`src/rtl/layer2_conv.sv`:
```
`default_nettype none
// ============================================================================
// Module   : layer2_conv
// Purpose  : Layer-2 convolution engine. Reads IC pooled 16x16 input maps,
//            applies an OC x IC x 3x3 valid convolution, and emits one
//            saturated 8-bit result per 14x14 output pixel. After the last
//            pixel it requests a 2x2 max-pool/ReLU pass from the result
//            memory and signals done.
// Ports    : clk, rst (async, active-low)
//            start                 - one-cycle run request (accepted in IDLE only)
//            act_addr / act_data   - activation ROM (data one cycle after addr)
//            wt_addr  / wt_data    - weight ROM     (data one cycle after addr)
//            bias_addr/ bias_data  - bias ROM       (data one cycle after addr)
//            store, out_c, w_addr, value, bias - result-memory write port
//            pool / pool_done      - pool request level / completion
//            busy, done            - run status
// Revision : 1.0 - initial release
// ============================================================================
module layer2_conv #(
  parameter int IC    = 8,
  parameter int OC    = 16,
  parameter int SHIFT = 7
) (
  input  logic              clk,
  input  logic              rst,
  input  logic              start,
  output logic [11:0]       act_addr,
  input  logic signed [7:0] act_data,
  output logic [10:0]       wt_addr,
  input  logic signed [7:0] wt_data,
  output logic [3:0]        bias_addr,
  input  logic signed [7:0] bias_data,
  output logic              store,
  output logic [3:0]        out_c,
  output logic [7:0]        w_addr,
  output logic signed [7:0] value,
  output logic signed [7:0] bias,
  output logic              pool,
  input  logic              pool_done,
  output logic              busy,
  output logic              done
);

  localparam logic [2:0] S_IDLE  = 3'd0;
  localparam logic [2:0] S_INIT  = 3'd1;
  localparam logic [2:0] S_MAC   = 3'd2;
  localparam logic [2:0] S_DRAIN = 3'd3;
  localparam logic [2:0] S_WRITE = 3'd4;
  localparam logic [2:0] S_POOL  = 3'd5;
  localparam logic [2:0] S_FIN   = 3'd6;

  localparam logic [7:0]  MAC_LAST  = 8'(IC * 9 - 1);
  localparam logic [3:0]  IC_LAST   = 4'(IC - 1);
  localparam logic [3:0]  OC_LAST   = 4'(OC - 1);
  localparam logic [3:0]  DIM_LAST  = 4'd13;
  localparam logic [10:0] OC_STRIDE = 11'(IC * 9);

  logic [2:0]         r_state;
  logic [3:0]         r_oc, r_orow, r_ocol;
  logic [3:0]         r_ic;
  logic [1:0]         r_ky, r_kx;
  logic [7:0]         r_mac_cnt;
  logic               r_addr_on;   // an address pair is on the ROM bus this cycle
  logic               r_prod_vld;  // ROM data for that pair is valid this cycle
  logic signed [23:0] r_acc;

  logic               w_issue;
  logic               w_last_pix;
  logic [3:0]         w_row, w_col;
  logic [11:0]        w_act_addr;
  logic [10:0]        w_wt_addr;
  logic signed [15:0] w_prod;
  logic signed [23:0] w_acc_next;
  logic signed [23:0] w_shifted;
  logic signed [7:0]  w_sat;

  // Addresses are registered, so the pair for MAC cycle j is loaded at the
  // end of the previous cycle: INIT loads pair 0, MAC cycles load the rest.
  assign w_issue    = (r_state == S_INIT) ||
                      ((r_state == S_MAC) && (r_mac_cnt != MAC_LAST));
  assign w_last_pix = (r_oc == OC_LAST) && (r_orow == DIM_LAST) && (r_ocol == DIM_LAST);

  assign w_row      = r_orow + {2'b00, r_ky};
  assign w_col      = r_ocol + {2'b00, r_kx};
  // ic*256 + row*16 + col is a plain field concatenation
  assign w_act_addr = {r_ic, w_row, w_col};
  assign w_wt_addr  = 11'(r_oc) * OC_STRIDE + 11'(r_ic) * 11'd9 +
                      11'(r_ky) * 11'd3 + 11'(r_kx);

  assign w_prod     = act_data * wt_data;
  assign w_acc_next = r_prod_vld ? (r_acc + {{8{w_prod[15]}}, w_prod}) : r_acc;
  assign w_shifted  = w_acc_next >>> SHIFT;

  always_comb begin
    w_sat = w_shifted[7:0];
    if (w_shifted > 24'sd127)
      w_sat = 8'sd127;
    else if (w_shifted < -24'sd128)
      w_sat = -8'sd128;
  end

  // Bias ROM address tracks the channel counter, so it is valid during INIT
  assign bias_addr = r_oc;
  assign store     = (r_state == S_WRITE);
  assign pool      = (r_state == S_POOL);
  assign done      = (r_state == S_FIN);
  assign busy      = (r_state != S_IDLE);

  // Control FSM and pixel counters
  always_ff @(posedge clk or negedge rst) begin
    if (!rst) begin
      r_state   <= S_IDLE;
      r_oc      <= 4'd0;
      r_orow    <= 4'd0;
      r_ocol    <= 4'd0;
      r_mac_cnt <= 8'd0;
    end else begin
      case (r_state)
        S_IDLE: begin
          if (start) begin
            r_state <= S_INIT;
            r_oc    <= 4'd0;
            r_orow  <= 4'd0;
            r_ocol  <= 4'd0;
          end
        end
        S_INIT: begin
          r_mac_cnt <= 8'd0;
          r_state   <= S_MAC;
        end
        S_MAC: begin
          if (r_mac_cnt == MAC_LAST)
            r_state <= S_DRAIN;
          else
            r_mac_cnt <= r_mac_cnt + 8'd1;
        end
        S_DRAIN: r_state <= S_WRITE;
        S_WRITE: begin
          if (w_last_pix) begin
            r_state <= S_POOL;
            r_oc    <= 4'd0;
            r_orow  <= 4'd0;
            r_ocol  <= 4'd0;
          end else begin
            r_state <= S_INIT;
            if (r_ocol == DIM_LAST) begin
              r_ocol <= 4'd0;
              if (r_orow == DIM_LAST) begin
                r_orow <= 4'd0;
                r_oc   <= r_oc + 4'd1;
              end else begin
                r_orow <= r_orow + 4'd1;
              end
            end else begin
              r_ocol <= r_ocol + 4'd1;
            end
          end
        end
        S_POOL:  if (pool_done) r_state <= S_FIN;
        S_FIN:   r_state <= S_IDLE;
        default: r_state <= S_IDLE;
      endcase
    end
  end

  // MAC datapath: address generation, product pipeline, accumulator, bias
  always_ff @(posedge clk or negedge rst) begin
    if (!rst) begin
      r_ic       <= 4'd0;
      r_ky       <= 2'd0;
      r_kx       <= 2'd0;
      act_addr   <= 12'd0;
      wt_addr    <= 11'd0;
      r_addr_on  <= 1'b0;
      r_prod_vld <= 1'b0;
      r_acc      <= 24'sd0;
      bias       <= 8'sd0;
    end else begin
      r_addr_on  <= w_issue;
      r_prod_vld <= r_addr_on;

      if (r_state == S_IDLE) begin
        r_ic <= 4'd0;
        r_ky <= 2'd0;
        r_kx <= 2'd0;
      end else if (w_issue) begin
        act_addr <= w_act_addr;
        wt_addr  <= w_wt_addr;
        // kx innermost, then ky, then ic; the final wrap leaves all at zero
        if (r_kx == 2'd2) begin
          r_kx <= 2'd0;
          if (r_ky == 2'd2) begin
            r_ky <= 2'd0;
            r_ic <= (r_ic == IC_LAST) ? 4'd0 : r_ic + 4'd1;
          end else begin
            r_ky <= r_ky + 2'd1;
          end
        end else begin
          r_kx <= r_kx + 2'd1;
        end
      end

      if (r_state == S_INIT)
        r_acc <= 24'sd0;
      else
        r_acc <= w_acc_next;

      // bias_addr was on the bus during INIT, so its data is valid in MAC 0
      if ((r_state == S_MAC) && (r_mac_cnt == 8'd0))
        bias <= bias_data;
    end
  end

  // Result write port; captured as DRAIN folds in the final product
  always_ff @(posedge clk or negedge rst) begin
    if (!rst) begin
      value  <= 8'sd0;
      out_c  <= 4'd0;
      w_addr <= 8'd0;
    end else if (r_state == S_DRAIN) begin
      value  <= w_sat;
      out_c  <= r_oc;
      w_addr <= 8'(r_orow) * 8'd14 + 8'(r_ocol);
    end
  end

endmodule
`default_nettype wire

```
`config.mk`:
```
export PLATFORM = sky130hd
export DESIGN_NAME = layer2_conv
export DESIGN_NICKNAME = d
export VERILOG_FILES = /design/src/rtl/layer2_conv.sv
export SDC_FILE = /design/constraint.sdc
export NUM_CORES = 1
export LEC_CHECK = 0
export BUFFER_PORTS_ARGS = -buffer_cell sky130_fd_sc_hd__buf_2
export CAP_MARGIN = 5
export CORE_MARGIN = 4
export CORE_UTILIZATION = 45
export DETAILED_ROUTE_END_ITERATION = 6
export SETUP_SLACK_MARGIN = 0.1
export SYNTH_ARGS = -nofsm -noshare
export SYNTH_HDL_FRONTEND = slang
export SYNTH_SLANG_ARGS = --single-unit
export TNS_END_PERCENT = 1
```
`constraint.sdc`:
```
create_clock -name clk -period 6.4 [get_ports clk]
set_clock_uncertainty 0.15 [all_clocks]
set_input_delay 1.28 -clock clk [delete_from_list [all_inputs] [get_ports clk]]
set_output_delay 1.28 -clock clk [all_outputs]
set_load 0.005 [all_outputs]
```
==> results of run 1 <==
[logic make-up (layout without fill, tap and decap cells)]
kind of cell | count (synthesis) | in the layout | synth area share (%)
muxes | 20 | 20 | 2.35
xor gates and xnor gates | 59 | 59 | 5.35
DFF | 108 | 108 | 28.0
AOI/OAI and AO/OA | 209 | 209 | 14.6
adders and majority gates | 164 | 164 | 26.5
buffers and inverters | 158 | 372 | 6.37
and+or+nand+nor | 337 | 337 | 16.8
[flip-flops by register name, summed over array words and instances (netlist names)]
| name | cells |
|---|---|
| act_addr | 12 |
| r_prod_vld | 1 |
| bias_addr | 4 |
| r_orow | 4 |
| r_state | 3 |
| bias | 8 |
| r_ky | 2 |
| r_kx | 2 |
| w_addr | 8 |
| r_ocol | 4 |
| out_c | 4 |
| r_acc | 24 |
| wt_addr | 11 |
| r_mac_cnt | 8 |
| r_ic | 4 |
| r_addr_on | 1 |
| value | 8 |
[cells in the mapped netlist, drive strengths merged (7+ instances only)]
library cell and instances:
nand4 8, inv 128, nand2b 8, mux2 11
o21ai 42, dfrtp 108, ha 96, nand2 104
fa 68, and2 48, o21bai 8, xor2 21
mux2i 9, a21oi 64, o21a 11, nand3 20
xnor2 38, nor3 14, a211oi 7, a21o 14
clkbuf 18, nor2 86, nor2b 17, o22ai 12
buf 10
[routing by layer]
metal	up-vias	routed length, um
li1	3954	-
met1	3872	10300
met2	116	12000
met3	22	686
met4	2	291
met5	-	7
[cell type report]
type / count / area (um^2)
Timing Repair Buffer: 226 / 1510
Multi-Input combinational cell: 789 / 6660
Tap cell: 275 / 344
Sequential cell: 108 / 2700
Fill cell: 1934 / 9090
Clock inverter: 7 / 66.3
Clock buffer: 9 / 225
Inverter: 130 / 488
[through the flow]
| stage | instance area (um^2) | setup TNS [ns] |
|---|---|---|
| final | 12000 | -10.68 |
| after CTS | 11900 | -10.67 |
| after detailed placement | 11400 | -21.98 |
| after global placement | 11400 | -20.95 |
| after floorplan | 9750 | -8.70 |
| after global routing | 12000 | -16.13 |
[worst paths after layout]
path	end	depth (start not counted)	start	slack, ns
max in group asynchronous	r_acc[18]	2	rst	4.04
min in group asynchronous	r_acc[6]	1	rst	0.78
worst min register to register	r_prod_vld	0	r_addr_on	0.21
worst max-delay path	value[3]	28	wt_data[2]	-0.97
worst max register to register	wt_addr[10]	13	r_ky[0]	2.63
worst min-delay path	r_prod_vld	0	r_addr_on	0.21
[timing repair]
item | in CTS | in global routing
resized for setup | 34 | 20
setup buffers | 4 | 0
setup endpoints to repair | 20 | 22
pin swaps | 17 | 11
[worst max-delay path, cell delays in order]
cell and delay [ns]:
buf_4 0.14, and2_4 0.14, fa_1 0.52, inv_1 0.05, fa_1 0.48, inv_1 0.06, fa_1 0.52, inv_1 0.04
fa_1 0.48, inv_2 0.04, ha_4 0.26, buf_4 0.10, o21ai_0 0.10, o21a_1 0.24, o211ai_1 0.32, and3_4 0.27
nor2_4 0.06, ha_1 0.30, buf_4 0.15, and3_1 0.15, a22o_1 0.25, buf_4 0.15, o21ai_2 0.21, mux2i_4 0.31
o21ai_2 0.10, a2111oi_4 0.34, a41oi_4 0.23, o22ai_1 0.17
==> metrics, run 1 <==
Max clock buf depth=2; fin cells=1544; Inserted Diodes=0; I/O pin count=87; post-synthesis async set-or-reset flop share=100%; most frequent cells in the layout=buf_4 (143), inv_1 (125), dfrtp_1 (108); kind of critical path=in -> reg; core area=0.0211 mm^2; EDFF count, synth=0; final net count=1456; CP required=6.52 ns; clk slew on worst S/H paths=0.07 ns; DP Wirelength=18.4 mm; min cycle time layout=7.37 ns; Place WS=-1.58 ns; vias per cell=5.16; CP startpoint kind=input pin; IO buf count=86; Root Buffer=clkbuf_16; Die Ht=154 um; CTS tree=done; most common cell after layout, fill and taps aside=buf_4; Util after Layout=56.9%; synthesized area=0.00966 mm^2; Max Cap Viol=0; # placed instances=1524; mean post-synth cell area=9.15 um^2; DR WL/cell=15.1 um; Final WS setup=-0.966 ns; dominant cells by area after synthesis=dfrtp_1 (28%), fa_1 (14%), ha_1 (12%); WHS=0.206 ns; drc violations=0; met3 usage=2.74%; HP Class=reg -> reg; Peak Freq=136 MHz; pins over their slew limit=0; largest net degree at the start of global routing=66; wire length of the first global-routing pass=39.9 mm; Iter 0 DRT Violations=407; Synth top area share=28.0%; Worst Tran Pin Value=1.06 ns; failing checks=setup timing; Final Cycle Share=115%; DIE AREA=0.0239 mm^2; layout cells sized above 1=25.8%; GRT Max-Usage Layer=met2; Die Wd=154 um; via count=7966; htree depth=3; total CTS buffers=9; Final Setup Violations=17; distinct cell type count after synthesis=74; gr usage total=20.2%; vias in the first global route=8081; initial core utilization=45.8%; Yosys top cell by area=dfrtp_1; gpl congestion=0.874; Syn Inst Count=1055; met1 Use GR=26.8%; post-synthesis sequential area ratio=28.0%; status=complete, but fails checks; Primary FF master, synth=dfrtp_1; synthesis-stage register bit count=108; met2 Usage GRT=35.5%; final WL=23.3 mm; Worst Path Arrival=7.49 ns; Worst slew margin=29.3%; Site Rows=53; first drt pass iteration count=5; Antenna Nets Post-Route=0; total gr overflow=0; Area growth, synth to finish=24.2%; Syn Nets=1247; unrepaired setup endpoints after global routing=true; endpoints failing hold=0; clock sink count=108; crit-path max FO=7; Yosys warning count=0; clk_lat worst skew=0.36 ns; CTS Hold Bufs=0; initial antenna violation count=1; CP endpoint kind=register
Power of run 1 is not shown: default switching activity piles up to over one toggle a cycle in this logic, so the estimate is an artifact.
==> inputs of run 2 (changes only) <==
--- a/config.mk
+++ b/config.mk
@@ -8,8 +8,10 @@
 export BUFFER_PORTS_ARGS = -buffer_cell sky130_fd_sc_hd__buf_2
 export CAP_MARGIN = 5
 export CORE_MARGIN = 4
-export CORE_UTILIZATION = 45
+export CORE_UTILIZATION = 60
 export DETAILED_ROUTE_END_ITERATION = 6
+export PLACE_DENSITY = 0.8
+export RECOVER_POWER = 25
 export SETUP_SLACK_MARGIN = 0.1
 export SYNTH_ARGS = -nofsm -noshare
 export SYNTH_HDL_FRONTEND = slang
==> run 2 against run 1 <==
Against the previous run: the run ends with capacitance limit, slew limit, setup timing left; flip-flop and latch count is the same; die area shrank 24%; via count grew 3.3%.
==> metrics, run 2 (same netlist as run 1, synthesis figures left out) <==
Biggest register=r_acc; via count=8228; Final Cycle Share=114%; Critical path destination=value[3]; most frequent cells in the layout=inv_1 (123), buf_4 (123), dfrtp_1 (108); clk slew on worst S/H paths=0.07 ns; CTS tree=done; CP startpoint kind=input pin; total gr overflow=0; Iter 0 DRT Violations=378; worst setup path startpoint=act_data[3]; endpoints failing hold=0; gr usage total=26.9%; Worst Tran Pin Value=2.90 ns; Worst Path Arrival=7.43 ns; IO buf count=86; Util after Layout=74.6%; Site Rows=46; CTS Hold Bufs=0; initial core utilization=61.0%; failing checks=capacitance limit, slew limit, setup timing; wire length of the first global-routing pass=39.9 mm; Max Cap Viol=1; final WL=23.6 mm; DR WL/cell=16.1 um; CP required=6.52 ns; largest net degree at the start of global routing=58; status=complete, but fails checks; final net count=1439; Worst slew margin=-93.3%; r2r setup slk=2.62 ns; CP endpoint kind=register; min cycle time layout=7.31 ns; I/O pin count=87; Die Wd=135 um; pins over their slew limit=53; total CTS buffers=9; drc violations=0; HP Class=reg -> reg; DIE AREA=0.0182 mm^2; finished layout cell area=0.0118 mm^2; top flop regs=r_acc x24, act_addr x12, wt_addr x11; first drt pass iteration count=5; DP Wirelength=17.9 mm; Die Ht=135 um; clock sink count=108; initial antenna violation count=0; RR Endpoint=wt_addr[9]; crit-path max FO=8; htree depth=3; Antenna Nets Post-Route=0; Final WS setup=-0.907 ns; Area after DPL=0.0112 mm^2; Largest register FFs=24; worst r2r path cells=14; unrepaired setup endpoints after global routing=true; clk_lat worst skew=0.36 ns; kind of critical path=in -> reg; layout cells sized above 1=24.3%; Place WS=-1.37 ns; Final Setup Violations=20; vias per cell=5.61; Area growth, synth to finish=22.3%; Max clock buf depth=2; core area=0.0158 mm^2; Peak Freq=137 MHz; R2R Path Start=r_ky[0]; vias in the first global route=8518; Inserted Diodes=0; gpl congestion=0.892; Root Buffer=clkbuf_16
## run 2: cell type report
type	instances	area [um^2]
inverters	130	488
clock buffers	10	239
repair buffers	209	1380
flip-flops and latches	108	2700
clock inverters	5	67.6
multi-input cells	789	6660
well taps	216	270
fillers	1114	4020
## run 2: how the worst min path moves through the flow
stage,endpoint,cells after the start,from,slack [ns]
finish,r_prod_vld,0,r_addr_on,0.22
global route,r_prod_vld,0,r_addr_on,0.23
CTS,r_prod_vld,0,r_addr_on,0.22
detailed placement,r_prod_vld,0,r_addr_on,0.20
global placement,r_prod_vld,0,r_addr_on,0.19
floorplan,r_prod_vld,0,r_addr_on,0.18
## run 2: stage by stage
stage	hold slack [ns]	setup TNS [ns]	std cells
detailed placement	0.202	-19.98	1450
CTS	0.224	-10.73	1467
floorplan	0.181	-8.70	1055
global placement	0.187	-17.47	1450
finish	0.221	-10.25	1467
global route	0.227	-16.15	1467
## run 2: per-layer routing
layer	wire length (um)	share of wire (%)	up-vias	GRT usage (%)
li1	-	-	3923	-
met1	9480	40	4046	32.5
met2	12400	53	203	48.8
met3	1000	4.2	56	4.10
met4	716	3.0	0	9.45
met5	0	0	-	0
## run 2: timing repair
action | in CTS | in global routing
pin swaps | 22 | 15
endpoints found under the setup margin | 21 | 22
gates resized for setup | 31 | 27
hold endpoints to repair | 0 | 0
setup buffers | 2 | 0
## run 2: worst max-delay path: stages
cell and delay, ns:
buf_2 0.15, and2_1 0.18, fa_1 0.48, inv_1 0.05, fa_1 0.50, inv_2 0.05, fa_1 0.54, inv_1 0.05
fa_1 0.49, inv_2 0.04, ha_4 0.26, buf_4 0.10, o21ai_1 0.07, o21a_1 0.22, o211ai_1 0.33, a21oi_2 0.13
nor2_4 0.22, buf_6 0.17, ha_2 0.32, a21oi_1 0.16, o21a_1 0.18, o211ai_2 0.11, o21ai_2 0.20, mux2i_4 0.30
o21ai_2 0.11, a2111oi_4 0.33, a41oi_4 0.23, o22ai_1 0.16
Power of run 2 is left out for the same reason.
